$ cat config.mk
export PLATFORM = sky130hd
export DESIGN_NAME = instr_fetch
export DESIGN_NICKNAME = d
export VERILOG_FILES = /design/src/rtl/instr_fetch.sv
export SDC_FILE = /design/constraint.sdc
export NUM_CORES = 1
export LEC_CHECK = 0
export CAP_MARGIN = 30
export CELL_PAD_IN_SITES_DETAIL_PLACEMENT = 1
export CELL_PAD_IN_SITES_GLOBAL_PLACEMENT = 2
export CORE_UTILIZATION = 27
export DETAILED_ROUTE_END_ITERATION = 8
export PLACE_DENSITY_LB_ADDON = 0.1
export SLEW_MARGIN = 20
export SYNTH_ARGS = -nofsm -noshare
export SYNTH_HDL_FRONTEND = slang
export SYNTH_SLANG_ARGS = --single-unit
$ cat constraint.sdc
create_clock -name clk -period 3.7 [get_ports clk]
set_clock_uncertainty 0.15 [all_clocks]
set_input_delay 0.74 -clock clk [delete_from_list [all_inputs] [get_ports clk]]
set_output_delay 0.74 -clock clk [all_outputs]
set_load 0.01 [all_outputs]
$ cat src/rtl/instr_fetch.sv
// instr_fetch: instruction-fetch initiator.
// Owns the program counter and issues strobe/ack fetches to instruction memory.
// Returned words go to decode over a valid/ready handshake.
// Branch/jump redirects reload the PC. Fatal fetch errors are flagged and sticky.
// Optional feature: define FETCH_TIMEOUT_EN to abort a fetch that waits too long for ack.
module instr_fetch #(
    parameter logic [31:0] RESET_PC       = 32'h0000_0000,
    parameter int          TIMEOUT_CYCLES = 16
) (
    input  logic        clk,
    input  logic        rst,
    output logic [31:0] o_addr,
    output logic        o_stb,
    input  logic        i_ack,
    input  logic [31:0] i_data,
    output logic [31:0] o_instr,
    output logic [31:0] o_pc,
    output logic        o_valid,
    input  logic        i_ready,
    input  logic        i_redirect,
    input  logic [31:0] i_redirect_pc,
    output logic        o_err,
    output logic [1:0]  o_err_code
);

    localparam logic [1:0] S_IDLE  = 2'd0;
    localparam logic [1:0] S_REQ   = 2'd1;
    localparam logic [1:0] S_VALID = 2'd2;
    localparam logic [1:0] S_ERR   = 2'd3;

    localparam logic [1:0] ERR_NONE      = 2'b00;
    localparam logic [1:0] ERR_MISALIGN  = 2'b01;
    localparam logic [1:0] ERR_TIMEOUT   = 2'b10;

    // Reject parameter values the fetch logic cannot honour.
    if (RESET_PC[1:0] != 2'b00) begin : g_badResetPc
        $error("instr_fetch: RESET_PC must be 4-byte aligned");
    end
    if (TIMEOUT_CYCLES < 1 || TIMEOUT_CYCLES > 255) begin : g_badTimeout
        $error("instr_fetch: TIMEOUT_CYCLES must be in 1..255");
    end

    logic [1:0]  r_state;
    logic [31:0] r_pc;
    logic [31:0] r_instr;
    logic [31:0] r_opc;
    logic        r_valid;
    logic        r_err;
    logic [1:0]  r_errCode;

    logic        w_redirOk;
    logic        w_redirBad;
    logic        w_timeout;

    // Redirects are decoded once; a misaligned target is a fatal error, not a jump.
    assign w_redirOk  = i_redirect && (i_redirect_pc[1:0] == 2'b00);
    assign w_redirBad = i_redirect && (i_redirect_pc[1:0] != 2'b00);

`ifdef FETCH_TIMEOUT_EN
    localparam logic [7:0] TO_LIMIT = 8'(TIMEOUT_CYCLES);

    logic [7:0] r_toCnt;

    // The fetch is abandoned on the wait cycle that would bring the count up to the limit.
    assign w_timeout = (r_state == S_REQ) && !i_ack && !i_redirect
                       && ((r_toCnt + 8'd1) == TO_LIMIT);

    // Count consecutive un-acked request cycles; anything else restarts the count.
    always_ff @(posedge clk) begin
        if (rst) begin
            r_toCnt <= 8'd0;
        end else if ((r_state == S_REQ) && !i_ack && !i_redirect) begin
            r_toCnt <= r_toCnt + 8'd1;
        end else begin
            r_toCnt <= 8'd0;
        end
    end
`else
    assign w_timeout = 1'b0;
`endif

    // Fetch sequencer: redirect outranks ack and ready, and the error state is terminal until reset.
    always_ff @(posedge clk) begin
        if (rst) begin
            r_state   <= S_IDLE;
            r_pc      <= RESET_PC;
            r_instr   <= 32'd0;
            r_opc     <= 32'd0;
            r_valid   <= 1'b0;
            r_err     <= 1'b0;
            r_errCode <= ERR_NONE;
        end else if (r_state == S_ERR) begin
            r_valid <= 1'b0;
        end else if (w_redirBad) begin
            r_state   <= S_ERR;
            r_valid   <= 1'b0;
            r_err     <= 1'b1;
            r_errCode <= ERR_MISALIGN;
        end else if (w_redirOk) begin
            r_state <= S_REQ;
            r_pc    <= i_redirect_pc;
            r_valid <= 1'b0;
        end else begin
            case (r_state)
                S_IDLE: begin
                    r_state <= S_REQ;
                end
                S_REQ: begin
                    if (i_ack) begin
                        r_instr <= i_data;
                        r_opc   <= r_pc;
                        r_valid <= 1'b1;
                        r_state <= S_VALID;
                    end else if (w_timeout) begin
                        r_state   <= S_ERR;
                        r_err     <= 1'b1;
                        r_errCode <= ERR_TIMEOUT;
                    end
                end
                S_VALID: begin
                    if (i_ready) begin
                        r_valid <= 1'b0;
                        r_pc    <= r_pc + 32'd4;
                        r_state <= S_REQ;
                    end
                end
                default: begin
                    r_state <= S_ERR;
                end
            endcase
        end
    end

    // Memory-side request is decoded straight from the state; the address is parked at zero once in error.
    always_comb begin
        o_stb  = (r_state == S_REQ);
        o_addr = (r_state == S_ERR) ? 32'd0 : r_pc;
    end

    assign o_instr    = r_instr;
    assign o_pc       = r_opc;
    assign o_valid    = r_valid;
    assign o_err      = r_err;
    assign o_err_code = r_errCode;

endmodule
==> impl_summary.txt <==
----------------------------------------------------
[Outcome]
  Result of the run ... finished, final reports clean

[Setup path]
  Worst R2R Path Depth ... 8
  Setup slack, reg-to-reg ... slightly below 1 ns
  Data arrival time of the worst path ... about 2.1 ns
  Kind of launch point of the worst setup path ... flop
  Origin of the worst setup path ... r_state[1]
  Worst Path Buf+Inv ... 2
  Worst-path cell chain ... ha_2 > buf_12 > nor2_1 > clkdlybuf4s50_1
  Max FO, Critical Path ... 33
  Setup Crit Path Kind ... flop to output port
  Data required time of the critical path ... around 2.8 ns
  Max stage delay cell, worst path ... sky130_fd_sc_hd__ha_2
  Kind of end point of the critical path ... output port
  Reg2Reg Capture Point ... r_pc[12]
  Kind of cell adding the most delay to the critical path ... buffers and inverters
  Reg2Reg Launch Point ... r_state[1]
  Worst stage delay on the critical path ... roughly 0.48 ns

[Synth]
  Warnings from Yosys ... 0
  Largest cells by area after synthesis ... sky130_fd_sc_hd__dfxtp_1 (41%), sky130_fd_sc_hd__nand2_1 (11%), sky130_fd_sc_hd__a21oi_1 (8.7%), sky130_fd_sc_hd__nor2b_1 (3.2%), sky130_fd_sc_hd__clkbuf_1 (2.9%)
  Multiplexer area fraction after synthesis ... less than 1%
  Fraction of the mapped netlist area in compound gates ... about a fifth
  Sequential-to-total area share from yosys stat ... around two fifths
  Async S/R FF share, synth ... 0%
  Mean area per synthesized cell ... 7.66 um^2
  Post-synthesis instance area ... 4860 um^2
  Main combinational cell family by area after synthesis ... simple AND/OR/NAND/NOR gates
  Fraction of the mapped netlist area in adder cells ... under 10%
  Most used DFF post-synth ... sky130_fd_sc_hd__dfxtp_1
  Post-synth EDFFs ... 0
  Mapped Cells ... 635
  Top cell type's share of synthesized area ... 41.2%
  XOR/XNOR share of the synthesized area ... 0%
  Flops & latches, synth ... 100
  Largest area contributor in the netlist ... sky130_fd_sc_hd__dfxtp_1
  Simple logic cell fraction of the synthesized area ... between 30% and 40%
  Synthesized net count ... roughly 700
  Count of cell types in the netlist ... 51

[Route]
  Via-per-instance ratio ... 5.19
  Wire length reported by the detailed router ... about 18,000 um
  Final antenna-violating net count ... 0
  Via total after detailed routing ... a little over 5,000
  First-iteration detailed-routing DRC count ... approximately 240
  Wire length per cell ... 18.4 um
  Number of iterations in the first detailed-routing pass ... 4
  Count of unresolved DRC violations after routing ... 0

[Finish]
  Final core occ ... between 40 and 50%
  Most used cells in the layout excluding fill and tap cells ... sky130_fd_sc_hd__clkdlybuf4s50_1 (167), sky130_fd_sc_hd__nand2_1 (144), sky130_fd_sc_hd__dfxtp_1 (100), sky130_fd_sc_hd__a21oi_1 (85), sky130_fd_sc_hd__nor2b_1 (25)
  Final Net Count ... between 800 and 900
  Post-route cell area ... 7010 um^2
  Share of final-layout standard cells stronger than drive strength 1 ... slightly above 5%
  Area grow syn2layout ... 44.1%
  Ant. Diodes ... 0
  Most frequent standard cell in the layout excluding fill and tap cells ... sky130_fd_sc_hd__clkdlybuf4s50_1

[Clock tree]
  Cts hold-fix bufs ... 0
  Clk pin slew, worst setup/hold paths ... around 0.07 ns
  TritonCTS buffer count ... 9
  Worst-Skew Late Latency ... about 0.35 ns
  TritonCTS Sinks ... 100
  Clock tree from TritonCTS ... yes
  Count of instances resized after the clock tree is built ... 0
  Number of levels the H-tree was split into ... 3
  Master cell of the clock root buffer ... sky130_fd_sc_hd__clkbuf_16
  Longest Clk Path Bufs ... 2
  Buffer count from post-CTS setup fixing ... 0

[Placed design]
  DP Area ... approximately 6700 um^2
  Post-DP HPWL ... between 10,000 and 15,000 um
  Number of port buffers ... 168
  Weighted congestion at the end of routability-driven global placement ... around 0.81

[Floorplan]
  Site row count ... 48
  Chip Width ... ~140 um
  Boundary pin count ... 170
  Area of the die ... around 19,000 um^2
  Starting density of the core ... between 20% and 30%
  Core outline area ... about 17,000 um^2
  Die Height ... around 140 um

[STA]
  Maximum clock frequency ... ~0.34 GHz
  Actual transition at the worst max-transition pin ... approximately 0.86 ns
  Hold Worst Slack ... about 0.3 ns
  Final Hold Vio Count ... 0
  Final setup viols ... 0
  Setup repair after global routing missed its margin ... no
  Post-route clock period utilization ... 79.4%
  Worst rel slew slack ... approximately 42%
  Time the final worst path needs with I/O delays and setup ... about 2.9 ns
  Number of max-slew violations in the final report ... 0
  Post-route setup TNS ... 0 ns

[Power and ir drop]
  Final Total Pwr ... approximately 0.0025 W
  Pwr dens ... between 300 and 400 nW/um^2
  Peak ir drop on the vdd network ... ~0.23 mV
  Leak ... 2.27 nW

[Min path]
  Hold endpoint ... o_pc[1]
  Hold-critical path depth ... 2
  Hold Crit Class ... flop to flop
  Source of the worst hold timing path ... o_pc[1]

[Global routing]
  Pin count of the biggest net entering global routing ... 65
  Total routing resource utilization after global routing ... about 20%
  GRT overflow ... 0
  Antenna violations before repair ... 0
  Via count of the first global-routing pass ... between 5,000 and 6,000
  First-pass GRT wire length ... ~28,000 um

[Run]
  Max-capacitance violation count ... 0

----------------------------------------------------
## synth_stat cells (all sizes together) (4+ instances only)
cell type,n
nand2,144
a311oi,4
o21ai,17
nor4,10
ha,5
o311ai,8
nor2b,25
clkbuf,38
nand3,16
nor3b,12
nand2b,5
nor4b,6
inv,11
nor3,10
and3,7
a21oi,85
o211ai,6
a211oi,4
dfxtp,100
nand4,17
a31oi,12
or4,9
and4,9
or3,4
nor2,22
buf,20
## metal layers
layer	wire [um]	GRT usage (%)	vias up
met5	0	0	-
met3	791	3.54	10
met1	8660	27.1	2537
met2	8830	32.4	124
met4	169	4.88	0
li1	-	-	2521
## worst reg2reg max path, stage by stage (launching register included)
cell and delay (ns):
sky130_fd_sc_hd__dfxtp_1 0.39, sky130_fd_sc_hd__ha_2 0.48, sky130_fd_sc_hd__buf_12 0.25, sky130_fd_sc_hd__nor4bb_1 0.08, sky130_fd_sc_hd__buf_4 0.16, sky130_fd_sc_hd__nor2_1 0.55, sky130_fd_sc_hd__buf_4 0.32, sky130_fd_sc_hd__o21ai_0 0.13
sky130_fd_sc_hd__a31oi_1 0.14
## cells by family (layout without fill, tap and decap cells)
family          Yosys count  count (layout)
compound gates          154             154
buf+inv                  69             209
simple gates            305             305
other cells               1               1
fa+ha+maj                 5               5
mux                       1               1
flops                   100             100
## through the flow
step / cells / setup slack (ns)
3_3_place_gp: 983 / 0.653
2_1_floorplan: 635 / 1.30
5_1_grt: 1000 / 0.636
6_report: 1000 / 0.764
3_5_place_dp: 983 / 0.586
4_1_cts: 999 / 0.413
## worst max path at each step
| stage | endpoint | slack, ns | depth (start not counted) |
|---|---|---|---|
| after global placement | r_pc[4] | 0.65 | 5 |
| after global routing | o_addr[13] | 0.64 | 4 |
| final | o_addr[22] | 0.76 | 4 |
| after detailed placement | r_pc[4] | 0.59 | 5 |
| after CTS | o_addr[22] | 0.41 | 3 |
| after floorplan | r_pc[16] | 1.30 | 6 |
## final cells by class
class                           count  area (um^2)
Clock buffer                       11          233
Clock inverter                      5         61.3
Fill cell                        2032        10400
Inverter                           11         41.3
Multi-Input combinational cell    466         2590
Sequential cell                   100         2000
Tap cell                          225          282
Timing Repair Buffer              182         1800
## registers in the layout (all words and copies together), names as in the netlist
name        flops
r_state         2
o_err_code      1
o_pc           32
o_valid         1
o_instr        32
r_pc           32
## power by group
part           switching, W  internal (W)
clock network      0.000430      0.000528
logic              0.000186      0.000205
registers         0.0000660       0.00112
(Power assumes the default switching activity.)
